[config.mk]
export PLATFORM = sky130hd
export DESIGN_NAME = lincomb_seq_v_flat
export DESIGN_NICKNAME = d
export VERILOG_FILES = /design/src/rtl/lincomb_seq_v_pkg.sv /design/src/rtl/lincomb_seq_v_if.sv /design/src/rtl/lincomb_seq_v_mul.sv /design/src/rtl/lincomb_seq_v.sv /design/src/flat_wrapper.sv
export SDC_FILE = /design/constraint.sdc
export NUM_CORES = 1
export LEC_CHECK = 0
export CORE_MARGIN = 5
export CORE_UTILIZATION = 50
export CTS_CLUSTER_DIAMETER = 30
export DETAILED_ROUTE_END_ITERATION = 10
export PLACE_DENSITY_LB_ADDON = 0.3
export SLEW_MARGIN = 5
export SYNTH_ARGS = -nofsm -noshare
export SYNTH_HDL_FRONTEND = slang
export SYNTH_SLANG_ARGS = --single-unit
[constraint.sdc]
create_clock -name i_clk -period 4.2 [get_ports i_clk]
set_input_delay 0.42 -clock i_clk [delete_from_list [all_inputs] [get_ports i_clk]]
set_output_delay 0.42 -clock i_clk [all_outputs]
set_load 0.02 [all_outputs]
[src/rtl/lincomb_seq_v_pkg.sv]
// Shared definitions for the sequential linear-combination unit:
// FSM state encoding and the exact (unsaturated) result width.
package lincomb_seq_v_pkg;

    typedef enum logic [1:0] {
        S_IDLE  = 2'd0,
        S_MUL_A = 2'd1,
        S_MUL_B = 2'd2,
        S_DONE  = 2'd3
    } state_e;

    function automatic int full_w(input int w, input int cw);
        return w + cw + 1;
    endfunction

endpackage

[src/rtl/lincomb_seq_v_if.sv]
// Request/response bundle between the operand front-end (master)
// and the lincomb_seq_v engine (slave).
interface lincomb_seq_v_if
    import lincomb_seq_v_pkg::*;
#(
    parameter int W  = 5,
    parameter int CW = 5,
    parameter int OW = full_w(W, CW)
);
    logic                 i_start;
    logic                 i_sub;
    logic signed [W-1:0]  i_as;
    logic signed [W-1:0]  i_bs;
    logic signed [CW-1:0] i_ka;
    logic signed [CW-1:0] i_kb;
    logic                 o_ready;
    logic                 o_valid;
    logic signed [OW-1:0] o_f;
    logic                 o_sat;

    modport master (
        output i_start, i_sub, i_as, i_bs, i_ka, i_kb,
        input  o_ready, o_valid, o_f, o_sat
    );

    modport slave (
        input  i_start, i_sub, i_as, i_bs, i_ka, i_kb,
        output o_ready, o_valid, o_f, o_sat
    );
endinterface

[src/rtl/lincomb_seq_v_mul.sv]
// Unsigned W x CW shift-add multiplier, LSB-first over the coefficient.
// The load edge performs the first step, so o_done rises CW cycles after load.
module seq_mag_mul_v #(
    parameter int W  = 5,
    parameter int CW = 5
) (
    input  logic            i_clk,
    input  logic            i_rst,
    input  logic            i_load,
    input  logic [W-1:0]    i_a_mag,
    input  logic [CW-1:0]   i_k_mag,
    output logic [W+CW-1:0] o_prod,
    output logic            o_done
);
    localparam int PW   = W + CW;
    localparam int CNTW = $clog2(CW + 1);

    logic [PW-1:0]   prod_q;
    logic [PW-1:0]   mcand_q;
    logic [CW-1:0]   k_q;
    logic [CNTW-1:0] cnt_q;

    always_ff @(posedge i_clk) begin
        if (i_rst) begin
            prod_q  <= '0;
            mcand_q <= '0;
            k_q     <= '0;
            cnt_q   <= '0;
        end else if (i_load) begin
            prod_q  <= i_k_mag[0] ? PW'(i_a_mag) : '0;
            mcand_q <= PW'(i_a_mag) << 1;
            k_q     <= i_k_mag >> 1;
            cnt_q   <= CNTW'(1);
        end else if (cnt_q != CNTW'(CW)) begin
            prod_q  <= prod_q + (k_q[0] ? mcand_q : '0);
            mcand_q <= mcand_q << 1;
            k_q     <= k_q >> 1;
            cnt_q   <= cnt_q + 1'b1;
        end
    end

    assign o_prod = prod_q;
    assign o_done = (cnt_q == CNTW'(CW));
endmodule

[src/rtl/lincomb_seq_v.sv]
// Sequential KA*A +/- KB*B with runtime signed coefficients, one shared
// magnitude multiplier used twice, and optional clipping to OW bits.
module lincomb_seq_v
    import lincomb_seq_v_pkg::*;
#(
    parameter int W  = 5,
    parameter int CW = 5,
    parameter int OW = full_w(W, CW)
) (
    input logic            i_clk,
    input logic            i_rst,
    lincomb_seq_v_if.slave bus
);
    localparam int FW = full_w(W, CW);
    localparam int PW = W + CW;
    localparam logic signed [FW-1:0] MAXV = FW'((64'sd1 <<< (OW - 1)) - 64'sd1);
    localparam logic signed [FW-1:0] MINV = ~MAXV;

    function automatic logic [W-1:0] mag_op(input logic signed [W-1:0] v);
        return v[W-1] ? (~v + 1'b1) : v;
    endfunction

    function automatic logic [CW-1:0] mag_k(input logic signed [CW-1:0] v);
        return v[CW-1] ? (~v + 1'b1) : v;
    endfunction

    function automatic logic signed [FW-1:0] apply_sign(input logic [PW-1:0] p, input logic neg);
        logic signed [FW-1:0] sx;
        sx = signed'({1'b0, p});
        return neg ? -sx : sx;
    endfunction

    // {clipped, value}: with OW == FW the bounds can never be crossed
    function automatic logic [OW:0] sat_map(input logic signed [FW-1:0] v);
        if (v > MAXV)      return {1'b1, MAXV[OW-1:0]};
        else if (v < MINV) return {1'b1, MINV[OW-1:0]};
        else               return {1'b0, v[OW-1:0]};
    endfunction

    state_e               state_q;
    logic                 sub_q;
    logic                 aneg_q;
    logic                 bneg_q;
    logic [W-1:0]         bmag_q;
    logic [CW-1:0]        kbmag_q;
    logic signed [FW-1:0] acc_q;
    logic signed [FW-1:0] acc_d;
    logic                 valid_q;
    logic                 sat_q;
    logic signed [OW-1:0] f_q;

    logic                 mul_load;
    logic [W-1:0]         mul_a;
    logic [CW-1:0]        mul_k;
    logic [PW-1:0]        mul_prod;
    logic                 mul_done;
    logic signed [FW-1:0] pb;

    // The multiplier is loaded with A on accept and reloaded with B when A finishes
    always_comb begin
        mul_load = 1'b0;
        mul_a    = mag_op(bus.i_as);
        mul_k    = mag_k(bus.i_ka);
        if (state_q == S_IDLE && bus.i_start) begin
            mul_load = 1'b1;
        end else if (state_q == S_MUL_A && mul_done) begin
            mul_load = 1'b1;
            mul_a    = bmag_q;
            mul_k    = kbmag_q;
        end
    end

    seq_mag_mul_v #(.W(W), .CW(CW)) u_mul (
        .i_clk   (i_clk),
        .i_rst   (i_rst),
        .i_load  (mul_load),
        .i_a_mag (mul_a),
        .i_k_mag (mul_k),
        .o_prod  (mul_prod),
        .o_done  (mul_done)
    );

    assign pb    = apply_sign(mul_prod, bneg_q);
    assign acc_d = sub_q ? (acc_q - pb) : (acc_q + pb);

    always_ff @(posedge i_clk) begin
        if (i_rst) begin
            state_q <= S_IDLE;
            sub_q   <= 1'b0;
            aneg_q  <= 1'b0;
            bneg_q  <= 1'b0;
            bmag_q  <= '0;
            kbmag_q <= '0;
            acc_q   <= '0;
            valid_q <= 1'b0;
            sat_q   <= 1'b0;
            f_q     <= '0;
        end else begin
            valid_q <= 1'b0;
            case (state_q)
                S_IDLE: if (bus.i_start) begin
                    sub_q   <= bus.i_sub;
                    // a zero product is always treated as positive
                    aneg_q  <= (bus.i_as[W-1] ^ bus.i_ka[CW-1]) && (bus.i_as != '0) && (bus.i_ka != '0);
                    bneg_q  <= (bus.i_bs[W-1] ^ bus.i_kb[CW-1]) && (bus.i_bs != '0) && (bus.i_kb != '0);
                    bmag_q  <= mag_op(bus.i_bs);
                    kbmag_q <= mag_k(bus.i_kb);
                    acc_q   <= '0;
                    state_q <= S_MUL_A;
                end
                S_MUL_A: if (mul_done) begin
                    acc_q   <= apply_sign(mul_prod, aneg_q);
                    state_q <= S_MUL_B;
                end
                S_MUL_B: if (mul_done) begin
                    acc_q          <= acc_d;
                    {sat_q, f_q}   <= sat_map(acc_d);
                    valid_q        <= 1'b1;
                    state_q        <= S_DONE;
                end
                S_DONE:  state_q <= S_IDLE;
                default: state_q <= S_IDLE;
            endcase
        end
    end

    assign bus.o_ready = (state_q == S_IDLE);
    assign bus.o_valid = valid_q;
    assign bus.o_f     = f_q;
    assign bus.o_sat   = sat_q;
endmodule

[src/flat_wrapper.sv]
// flat-port wrapper written by rule: the top's interface ports become plain ports
module lincomb_seq_v_flat import lincomb_seq_v_pkg::*;
#(
    parameter int W  = 5,
    parameter int CW = 5,
    parameter int OW = full_w(W, CW)
)
  (i_clk, i_rst, bus_i_start, bus_i_sub, bus_i_as, bus_i_bs, bus_i_ka, bus_i_kb, bus_o_ready, bus_o_valid, bus_o_f, bus_o_sat);
  lincomb_seq_v_if #(.W(W), .CW(CW), .OW(OW)) bus_i ();
  input logic i_clk;
  input logic i_rst;
  input wire logic [$bits(bus_i.i_start)-1:0] bus_i_start;
  input wire logic [$bits(bus_i.i_sub)-1:0] bus_i_sub;
  input wire logic [$bits(bus_i.i_as)-1:0] bus_i_as;
  input wire logic [$bits(bus_i.i_bs)-1:0] bus_i_bs;
  input wire logic [$bits(bus_i.i_ka)-1:0] bus_i_ka;
  input wire logic [$bits(bus_i.i_kb)-1:0] bus_i_kb;
  output wire logic [$bits(bus_i.o_ready)-1:0] bus_o_ready;
  output wire logic [$bits(bus_i.o_valid)-1:0] bus_o_valid;
  output wire logic [$bits(bus_i.o_f)-1:0] bus_o_f;
  output wire logic [$bits(bus_i.o_sat)-1:0] bus_o_sat;
  assign bus_i.i_start = bus_i_start;
  assign bus_i.i_sub = bus_i_sub;
  assign bus_i.i_as = bus_i_as;
  assign bus_i.i_bs = bus_i_bs;
  assign bus_i.i_ka = bus_i_ka;
  assign bus_i.i_kb = bus_i_kb;
  assign bus_o_ready = bus_i.o_ready;
  assign bus_o_valid = bus_i.o_valid;
  assign bus_o_f = bus_i.o_f;
  assign bus_o_sat = bus_i.o_sat;
  lincomb_seq_v #(.W(W), .CW(CW), .OW(OW)) u_core (.i_clk(i_clk), .i_rst(i_rst), .bus(bus_i));
endmodule
==> flow_summary.ini <==
[synth]
syn-cell-area_mm2 = 0.00447
yosysWarnings = 0
ys_types = 63
ys_seq_area_share_pct = 29.1
synth_top_area_share_pct = 29.1
ys_seq_elements = 65
synthArstFlopShare_pct = 0
avgSynthCellArea_um2 = 7.70
synthesis.nets = 636
synth.area.top_cells = dfxtp_1 (29%), ha_1 (8.1%), nand2_1 (6.3%)
synth_common_cells = nand2_1 (75), dfxtp_1 (65), nor2_1 (52), a21oi_1 (42)
syn_inst = 581
ys.flop_type = dfxtp_1
synth_edf_count = 0
synth_most_common_cell = nand2_1
synth_area_leader_cell = dfxtp_1

[cts]
worstSkewPairLatency_ps = 350
post_cts_buffers = 0
cts_resized = 0
cts_tree = done
cts-hold-fix-buffers = 0
cts_buffer_depth = 2
htreeDepth = 3
numCtsBuffers = 9
clock_sinks = 65
root_buffer = clkbuf_8
path_clk_slew_ps = 80

[power]
report.power.total_mw = 2.73
p_leak_nw = 1.93
p_per_area_mw_per_mm2 = 534
ir_worst_vdd_mv = 0.254

[cells_and_area]
drive_gt1_share_pct = 4.97
layout.nets = 654
insertedDiodeCount = 0
area_delta_synth_final_pct = 14.1
utilization_pct = 58.5
fillCellCount = 781

[place]
dp_hpwl_um = 8560
gp_congestion = 0.909
pre_cts_ws_ps = 438
port_buffers = 37

[die]
fp-row-count = 34
die_h_um = 105
pin_count = 38
fp.dieW_um = 105
dieArea_mm2 = 0.0109
start_util_pct = 51.3
core_mm2 = 0.00872

[min_path]
min-delay-start = u_core.bus.o_f[3]
hold_end = u_core.bus.o_f[3]
holdPathStages = 2
hold_path_class = reg -> reg

[setup_path]
crit_type = reg -> reg
rr_worst_depth = 14
r2r_end = u_core.acc_q[10]
cp-startpoint = u_core.u_mul.o_prod[0]
critical-path-top-delay-family = compound AO/OA/AOI/OAI gates
cp_cell_sequence = inv_1, ha_1, or4_4, o221ai_4, o21ai_1, a222oi_1, xnor2_1, ha_1, or4_1, o21a_1, a21o_1, a21oi_1, xnor2_1, o22ai_1
startpoint_type = register
crit_buf_inv = 1
r2r-start = u_core.u_mul.o_prod[0]
r2r_slack_ps = 400
cp_slowest_cell = or4_4
cp_slowest_stage_delay_ps = 580
critical_path_arrival_ps = 4010
cp.required_ps = 4400
endpoint_kind = register
crit_fanout = 8

[global_routing]
grt-ovfl-total = 0
grt_max_degree = 40
grt_pass1_vias = 4141
antenna_found_initial = 0
grt_use_total_pct = 20.8
grt_pass1_wl_um = 19100

[timing]
worstMarginPinSlew_ps = 921
finalSetupTns_ps = 0
finalSetupViolations = 0
fin_crit_sh_pct = 90.6
rsz0062_at_grt = false
finalClockSkew_ps = 10.2
slew_headroom_pct = 38.1
final_max_slew_viol_count = 0
holdWs_ps = 458
period_needed_ps = 3800
fin_ws_ps = 396
fmax_mhz = 263
hold_violations = 0

[routing]
drc = 0
drt_iter0_markers = 282
detail-route-antenna-nets = 0
drt-wirelength-per-cell_um = 15.9
firstDrtPassIters = 5
routed_via_density = 5.90
routed_wirelength_um = 11300
vias = 4199

[status]
status = complete, no violations

[run]
max_cap_violations = 0
## sequential cells by signal, summed over array words and instances (netlist names), 2 cells and up
signal / flops
u_core.kbmag_q: 5
u_core.u_mul.cnt_q: 3
u_core.bus.o_f: 11
u_core.u_mul.o_prod: 10
u_core.u_mul.k_q: 4
u_core.state_q: 2
u_core.u_mul.mcand_q: 9
u_core.acc_q: 11
u_core.bmag_q: 5
## worst register-to-register path, cell delays in order (launching register included)
cell,delay [ps]
dfxtp_1,420
inv_1,110
ha_1,310
or4_4,580
o221ai_4,110
o21ai_1,90
a222oi_1,380
xnor2_1,120
ha_1,240
or4_1,470
o21a_1,210
a21o_1,180
a21oi_1,170
xnor2_1,170
o22ai_1,100
## where the power goes
part | internal (mW) | switching (mW) | total (mW)
logic | 0.530 | 0.815 | 1.35
clock network | 0.364 | 0.248 | 0.612
registers | 0.685 | 0.0824 | 0.767
## layout make-up
class                   count  area (µm²)  area share [%]
repair buffers             43         410            8.04
inverters                  30         113            2.21
clock buffers              11         151            2.97
clock inverters             5        77.6            1.52
flip-flops and latches     65        1300            25.5
multi-input cells         450        2920            57.1
well taps                 108         135            2.65
## how the worst max path moves through the flow
stage / slack [ps] / end / depth (start not counted)
floorplan: 610 / u_core.acc_q[10] / 15
global placement: 480 / u_core.bus.o_f[10] / 13
detailed placement: 440 / u_core.bus.o_f[10] / 14
CTS: 410 / u_core.acc_q[10] / 14
global route: 170 / u_core.bus.o_f[10] / 14
finish: 400 / u_core.acc_q[10] / 14
## metrics by stage
step           area [µm²]  std cells
6_report             5100        712
5_1_grt              5100        712
4_1_cts              5100        712
3_5_place_dp         4870        696
3_3_place_gp         4870        696
2_1_floorplan        4470        581
## placed cells by master, fill, tap and decap left out, types with 3 or more instances in the layout
master	n
inv_1	30
clkdlybuf4s50_1	36
a22o_1	3
a31oi_1	7
nand3b_1	3
nand3_1	10
and2_1	10
a22oi_1	9
or3_1	8
clkbuf_8	11
o21a_1	4
a221oi_1	3
o211ai_1	5
a21oi_1	42
nand2_1	75
buf_4	6
xnor2_1	30
nor2b_1	11
nand2b_1	8
mux2i_1	7
a21o_1	3
a211oi_1	13
ha_1	29
nor3_1	18
nor4b_1	3
nor3b_1	5
dfxtp_1	65
o21ai_0	23
o22ai_1	8
nor2_1	52
o31ai_1	7
nand4_1	3
xor2_1	13
## logic make-up after synthesis
group           count (synthesis)  share of synthesized area, %
simple gates                  216                          23.0
compound gates                153                          23.1
fa+ha+maj                      31                          9.01
flops                          65                          29.1
buf+inv                        66                          5.73
xor+xnor                       43                          8.42
mux                             7                          1.57
## metal layers
metal	track usage, %	part of all wire, %
met5	0	0
met4	8.22	2.3
met3	4.38	5.1
met2	35.3	49
met1	25.7	44
Power figures use the tool's default switching activity.
